==> config.mk <==
export PLATFORM = sky130hd
export DESIGN_NAME = alu_exec_unit
export DESIGN_NICKNAME = d
export VERILOG_FILES = /design/src/rtl/alu_exec_unit.sv
export SDC_FILE = /design/constraint.sdc
export NUM_CORES = 1
export LEC_CHECK = 0
export BUFFER_PORTS_ARGS = -buffer_cell sky130_fd_sc_hd__buf_2
export CAP_MARGIN = 20
export CORE_MARGIN = 2
export CORE_UTILIZATION = 59
export CTS_BUF_LIST = sky130_fd_sc_hd__clkbuf_8
export CTS_CLUSTER_DIAMETER = 120
export DETAILED_ROUTE_END_ITERATION = 12
export PLACE_DENSITY = 0.79
export SETUP_SLACK_MARGIN = 0.2
export SKIP_LAST_GASP = 1
export SYNTH_ARGS = -nofsm -noshare
export SYNTH_HDL_FRONTEND = slang
export SYNTH_SLANG_ARGS = --single-unit
==> constraint.sdc <==
create_clock -name clk_i -period 4.95 [get_ports clk_i]
set_input_delay 0.495 -clock clk_i [delete_from_list [all_inputs] [get_ports clk_i]]
set_output_delay 0.495 -clock clk_i [all_outputs]
set_load 0.01 [all_outputs]
==> src/rtl/alu_exec_unit.sv <==
// EX-stage execution unit: single-cycle ALU ops, iterative shift-add multiply and, when the
// ALU_DIV_EN macro is defined, an unsigned restoring divider (funct 011010).
module alu_exec_unit #(
  parameter int unsigned WIDTH          = 32,
  parameter int unsigned BITS_PER_CYCLE = 1
) (
  input  logic             clk_i,
  input  logic             rst_i,
  input  logic             valid_i,
  output logic             ready_o,
  input  logic [1:0]       ALUOp_i,
  input  logic [5:0]       funct_i,
  input  logic [WIDTH-1:0] data1_i,
  input  logic [WIDTH-1:0] data2_i,
  output logic             valid_o,
  output logic [WIDTH-1:0] data_o,
  output logic             zero_o,
  output logic             illegal_o,
  output logic             busy_o
);
  localparam int unsigned N = WIDTH / BITS_PER_CYCLE;
`ifdef ALU_DIV_EN
  localparam int unsigned MaxSteps = WIDTH;
`else
  localparam int unsigned MaxSteps = N;
`endif
  localparam int unsigned CntW = $clog2(MaxSteps + 1);

  typedef enum logic [1:0] {StIdle, StMul, StDiv} state_e;
  typedef enum logic [2:0] {OpAdd, OpSub, OpAnd, OpOr, OpSlt, OpMul, OpDiv, OpIll} op_e;

  state_e           state_q, state_d;
  logic [CntW-1:0]  cnt_q, cnt_d;
  logic [WIDTH-1:0] acc_q, acc_d;
  logic [WIDTH-1:0] opa_q, opa_d;
  logic [WIDTH-1:0] opb_q, opb_d;
  logic [WIDTH-1:0] data_q, data_d;
  logic             valid_q, valid_d;
  logic             illegal_q, illegal_d;

  op_e              op;
  logic [WIDTH-1:0] alu_res;
  logic [WIDTH-1:0] partial, mcand, mplier;
`ifdef ALU_DIV_EN
  logic [WIDTH:0]   trial;
`endif

  always_comb begin
    op = OpIll;
    unique case (ALUOp_i)
      2'b00: op = OpAdd;
      2'b01: op = OpSub;
      2'b11: op = OpOr;
      2'b10: begin
        case (funct_i)
          6'b100100: op = OpAnd;
          6'b100101: op = OpOr;
          6'b100000: op = OpAdd;
          6'b100010: op = OpSub;
          6'b101010: op = OpSlt;
          6'b011000: op = OpMul;
`ifdef ALU_DIV_EN
          6'b011010: op = OpDiv;
`endif
          default:   op = OpIll;
        endcase
      end
      default: op = OpIll;
    endcase
  end

  always_comb begin
    alu_res = '0;
    case (op)
      OpAdd:   alu_res = data1_i + data2_i;
      OpSub:   alu_res = data1_i - data2_i;
      OpAnd:   alu_res = data1_i & data2_i;
      OpOr:    alu_res = data1_i | data2_i;
      OpSlt:   alu_res = {{(WIDTH-1){1'b0}}, $signed(data1_i) < $signed(data2_i)};
      default: alu_res = '0;
    endcase
  end

  // Partial product of the shifted multiplicand with the low BITS_PER_CYCLE multiplier bits.
  always_comb begin
    partial = '0;
    mcand   = opa_q;
    mplier  = opb_q;
    for (int unsigned i = 0; i < BITS_PER_CYCLE; i++) begin
      if (mplier[0]) partial = partial + mcand;
      mcand  = mcand << 1;
      mplier = mplier >> 1;
    end
  end

`ifdef ALU_DIV_EN
  // Remainder lives in acc_q, dividend/quotient shift through opa_q, divisor in opb_q.
  always_comb begin
    trial = {acc_q, opa_q[WIDTH-1]} - {1'b0, opb_q};
  end
`endif

  always_comb begin
    state_d   = state_q;
    cnt_d     = cnt_q;
    acc_d     = acc_q;
    opa_d     = opa_q;
    opb_d     = opb_q;
    data_d    = data_q;
    valid_d   = 1'b0;
    illegal_d = illegal_q;
    case (state_q)
      StIdle: begin
        if (valid_i) begin
          opa_d = data1_i;
          opb_d = data2_i;
          acc_d = '0;
          cnt_d = '0;
          if (op == OpMul) begin
            state_d = StMul;
          end else if (op == OpDiv) begin
            state_d = StDiv;
          end else begin
            data_d    = alu_res;
            valid_d   = 1'b1;
            illegal_d = (op == OpIll);
          end
        end
      end
      StMul: begin
        acc_d = acc_q + partial;
        opa_d = opa_q << BITS_PER_CYCLE;
        opb_d = opb_q >> BITS_PER_CYCLE;
        cnt_d = cnt_q + CntW'(1);
        if (cnt_q == CntW'(N - 1)) begin
          state_d   = StIdle;
          cnt_d     = '0;
          data_d    = acc_d;
          valid_d   = 1'b1;
          illegal_d = 1'b0;
        end
      end
`ifdef ALU_DIV_EN
      StDiv: begin
        acc_d = trial[WIDTH] ? {acc_q[WIDTH-2:0], opa_q[WIDTH-1]} : trial[WIDTH-1:0];
        opa_d = {opa_q[WIDTH-2:0], ~trial[WIDTH]};
        cnt_d = cnt_q + CntW'(1);
        if (cnt_q == CntW'(WIDTH - 1)) begin
          state_d   = StIdle;
          cnt_d     = '0;
          data_d    = opa_d;
          valid_d   = 1'b1;
          illegal_d = 1'b0;
        end
      end
`endif
      default: state_d = StIdle;
    endcase
  end

  always_ff @(posedge clk_i) begin
    if (rst_i) begin
      state_q   <= StIdle;
      cnt_q     <= '0;
      acc_q     <= '0;
      opa_q     <= '0;
      opb_q     <= '0;
      data_q    <= '0;
      valid_q   <= 1'b0;
      illegal_q <= 1'b0;
    end else begin
      state_q   <= state_d;
      cnt_q     <= cnt_d;
      acc_q     <= acc_d;
      opa_q     <= opa_d;
      opb_q     <= opb_d;
      data_q    <= data_d;
      valid_q   <= valid_d;
      illegal_q <= illegal_d;
    end
  end

  assign ready_o   = (state_q == StIdle);
  assign busy_o    = ~ready_o;
  assign valid_o   = valid_q;
  assign data_o    = data_q;
  assign zero_o    = (data_q == '0);
  assign illegal_o = illegal_q;

endmodule
After elaboration in Yosys (flattened, before gate mapping) --
Cells that the tools add are included.
Word-level totals: word-level logic and storage cells 80, register bits after elaboration 138, input bits 75, output and inout port bits 37
Operators by class: muxes and demuxes 33, equality and inequality tests 23, order comparisons 1, bitwise logic cells 3, add/sub/neg operators 4, reductions and logical operators 8
Operators by type and width (number):
- $mux 32 | 8
- $pmux 32 s2 | 4
- $pmux 32 s5 | 1
- $add 32x32->32 | 2
- $and 32x32->32 | 1
- $logic_not 32->1 | 1
- $lt 32x32->1 | 1
- $or 32x32->32 | 1
- $sub 32x32->32 | 1
- $eq 6x6->1 const B | 5
- $pmux 3 s6 | 1
- $eq 3x3->1 const B | 4
- $eq 6x5->1 const B | 2
- $mux 6 | 2
- $pmux 3 s4 | 1
- $pmux 6 s2 | 1
- $mux 1 | 8
- $mux 2 | 4
- $ne 2x2->1 const B | 4
- $add 6x1->6 const B | 1
- $eq 3x2->1 const B | 2
- $reduce_and 5->1 | 1
- $eq 2x1->1 const B | 2
- $eq 2x2->1 const B | 2
- 10 further kinds | 12

Depth between registers and ports, before layout --
depth in word-level cells 9, depth in mapped cells 14, gate-level depth less buffers 13

Worst setup path after synthesis --
No wires, ideal clock.
kind register to register, start reg opb_q[0], end reg data_q[24] (netlist: data_o[24]), setup slack 1616 ps, data required time 4807 ps, cell stages (with the launch flop) 14, path buffers 0, data arrival time 3191 ps, clock period less this slack 3334 ps, library setup time 143 ps, path through dfxtp_1 and2_1 ha_1 fa_1 a211oi_1 nor2_1 o31a_1 a41oi_2 o31ai_1 and3_1 o21a_1 o311ai_0 a311o_1 a21oi_1
Between the ends: cells in the longest elaborated chain, start to end 4
Ends and longest elaborated chain:
- start, declared | RTL line 36 | logic [WIDTH-1:0] opb_q, opb_d;
- start signal, assigned | RTL line 176 | opb_q <= opb_d;
- $mux 32 | RTL line 90 | if (mplier[0]) partial = partial + mcand;
- $add 32x32->32 | RTL line 131 | acc_d = acc_q + partial;
- $mux 32 | RTL line 135 | if (cnt_q == CntW'(N - 1)) begin
- $pmux 32 s2 | RTL line 112 | case (state_q)
- end signal, assigned | RTL line 177 | data_q <= data_d;
- end, declared | RTL line 37 | logic [WIDTH-1:0] data_q, data_d;
No other way between the ends. The select of a mux whose other input is x is not followed. A chain may end at the register's enable or synchronous reset.

Final worst setup path --
Ends and elaborated chain as after synthesis.

==> flow_metrics.py <==
metrics = {
    "synth": {
        "synth.distinct_cells": 82,
        "async_flop_share": 0,
        "synthMostInstantiatedCell": "nor2_1",
        "synth_area_um2": 12300,
        "synth_edf_count": 0,
        "syn-num-nets": 1890,
        "synth_top_area_frac": 0.225,
        "ys_seq_area_frac": 0.225,
        "synth.area.top_cells": "dfxtp_1, ha_1, nor2_1, nand2_1, a311oi_1",
        "synth_top_area_cell": "dfxtp_1",
        "netlist_instances": 1669,
        "yosys_most_used_dff": "dfxtp_1",
        "ys_warn_count": 0,
        "synth_common_cells": "nor2_1, nand2_1, ha_1, dfxtp_1, a21oi_1",
        "syn_area_per_cell_um2": 7.35,
        "synth_seq_cells": 138,
    },
    "critical_path": {
        "worstSetupPathType": "reg2reg",
        "cp_max_fo": 33,
        "startpoint_type": "flip-flop",
        "slowest_delay_ps": 670,
        "worstPathRequired_ps": 5300,
        "reg2reg_depth": 13,
        "cp_cell_sequence": "and2_1, ha_1, fa_1, a211oi_1, nor2_1, o31a_1, a41oi_2, o31ai_1, and3_1, o21a_1, o311ai_0, a311o_1, a21oi_1",
        "path_depth": 13,
        "critical_path.top_delay_family": "compound AO/OA/AOI/OAI gates",
        "cp_slowest_cell": "dfxtp_1",
        "critPathBufInv": 0,
        "end_kind": "flip-flop",
        "crit_arrival_ps": 4610,
    },
    "timing": {
        "finalHoldViolCount": 0,
        "fmax_mhz": 234,
        "finalCritPeriodShare": 0.862,
        "hold_ws_ps": 282,
        "timing.setup.tns_ps": 0,
        "rsz0062_at_grt": "false",
        "fin_skew_ps": 22.6,
        "maxSlewHeadroom": 0.281,
        "period_minus_slack_ps": 4260,
        "worst_pin_slew_ps": 1080,
        "finalMaxSlewViolations": 0,
        "setup-violations-final": 0,
    },
    "grt": {
        "first_global_vias": 11880,
        "gr-total-overflow": 0,
        "grt_pass1_wl_um": 62700,
        "grt_max_degree": 82,
        "grt_antenna_before_repair": 0,
        "grtUsageTotal": 0.356,
    },
    "pwr": {
        "intPower_w": 0.00195,
        "pwr-share-clk": 0.334,
        "power.switching_w": 0.00118,
        "sw_frac_of_total": 0.377,
        "power_frac_seq": 0.388,
        "powerDensity_nw_per_um2": 235,
        "p_leak_nw": 6.01,
        "p_total_w": 0.00314,
        "p_comb_frac": 0.278,
        "irDropWorstVdd_mv": 0.162,
    },
    "clock_tree": {
        "clock_sinks": 138,
        "h-tree-depth": 4,
        "clock_path_buffers": 2,
        "post_cts.repair.setup_buffers": 0,
        "cts_tree": "built",
        "clk_root_buffer_cell": "clkbuf_8",
        "clkLatencyLatePin_ps": 500,
        "cts-resized-gates": 0,
        "cts_hold_buf": 0,
        "clk_pin_slew_ps": 110,
        "cts_buffers": 17,
    },
    "die": {
        "dieWidth_um": 148,
        "rows": 52,
        "start_util": 0.605,
        "io_pins": 112,
        "core_area_um2": 20300,
        "die_height_um": 148,
        "die_area_um2": 22000,
    },
    "route": {
        "antenna_left": 0,
        "wirelength_um": 39600,
        "drcViolationCount": 0,
        "vias": 12956,
        "wl_per_cell_um": 19.9,
        "vias_per_cell": 6.50,
        "first_pass_iters": 6,
        "drt-initial-drc-count": 1474,
    },
    "placement": {
        "gp_congestion": 1.01,
        "dpl.cell_count": 1960,
        "dpl_cell_area_um2": 12900,
        "dpl.hpwl_um": 29000,
        "port-buffer-count": 111,
    },
    "finish": {
        "layout.cells.non_filler": 1993,
        "n_fill_cell": 1832,
        "finalNetCount": 1931,
        "layout-drive-gt1-share": 0.109,
        "multi_input_area_um2": 8740,
        "area_growth_pct": 8.77,
        "num_antenna_cells": 0,
        "seqCellArea_um2": 2760,
        "final_cell_area_um2": 13400,
    },
    "min_path": {
        "worstHoldPathCells": 3,
        "min_path_type": "in2reg",
    },
    "status": {
        "outcome": "finished clean",
    },
    "run": {
        "maxCapViolCount": 0,
    },
}
metal layers:
metal  global-route usage  routed length [um]
met2                0.555               17400
met5                    0                   0
met3               0.0525                3740
met1                0.511               17600
met4                0.102                 857
cell usage in the layout (no fill, tap or decap), drive strengths merged, types with 6 or more instances in the layout:
cell type  netlist  final
inv            104    114
o31ai            8      8
a221o           18     18
a21o            41     41
o311ai           6      6
or2              8      8
a21oi          112    112
a221oi          18     18
nand4            9      9
nor4            10     10
o211ai          13     13
or3             10     10
xor2             7      7
o221ai          16     16
dfxtp          138    138
a22oi           15     15
nor2           217    217
o22ai            7      7
nand2b          18     18
a311oi          74     74
and2            35     35
a211oi          14     14
o21ai           67     67
and3             6      6
ha             143    143
o21bai          20     20
clkbuf          85     17
nand2          215    215
o21a             7      7
a211o            8      8
nor3b           10     10
nand3           19     19
xnor2           23     23
buf             20    127
o41ai            6      6
a31oi           23     23
nor2b           17     17
nor3            30     30
worst min-delay path, cell delays in order:
cell and delay [ps]:
buf_2 120, nand2_1 50, a311oi_1 80
per-stage QoR:
step / setup slack [ps] / util
floorplan: 1620 / -
finish: 685 / 0.658
global route: 353 / 0.658
CTS: 747 / 0.657
global placement: 880 / 0.636
detailed placement: 803 / 0.636
sequential cells by signal, indices dropped and copies added, names as in the netlist:
| name | flops |
|---|---|
| acc_q | 32 |
| cnt_q | 6 |
| valid_o | 1 |
| data_o | 32 |
| illegal_o | 1 |
| state_q | 2 |
| opb_q | 32 |
| opa_q | 32 |
cell families after synthesis:
group / share of synthesized area
AND/OR/NAND/NOR: 0.226
AO/OA/AOI/OAI: 0.307
buffers and inverters: 0.0659
adder cells (fa/ha/maj): 0.151
flip-flops: 0.225
XOR/XNOR: 0.0214
multiplexers: 0.00418
other: 0.000306
power by group through the flow:
stage,clock [W],combinational [W],sequential [W]
final,0.00105,0.000871,0.00122
after CTS,0.00104,0.000845,0.00122
after detailed placement,0,0.000840,0.00124
after floorplan,0,0.000572,0.00123
after global routing,0.00108,0.000948,0.00122
after global placement,0,0.000832,0.00124
cell type report:
cell class | count | area share
clock buffer | 17 | 0.0175
clock inverter | 15 | 0.0134
inverter | 104 | 0.0292
multi-input combinational | 1322 | 0.655
sequential | 138 | 0.207
tap | 270 | 0.0253
timing repair buffer | 127 | 0.0527
final timing paths:
path                                 start         end  slack, ps
worst min register to register   opb_q[13]   opb_q[12]        450
worst max-delay path              opb_q[0]  data_o[24]        690
worst min-delay path            data2_i[4]    opb_q[4]        280
worst max register to register    opb_q[0]  data_o[24]        690
Power figures use the tool's default switching activity.
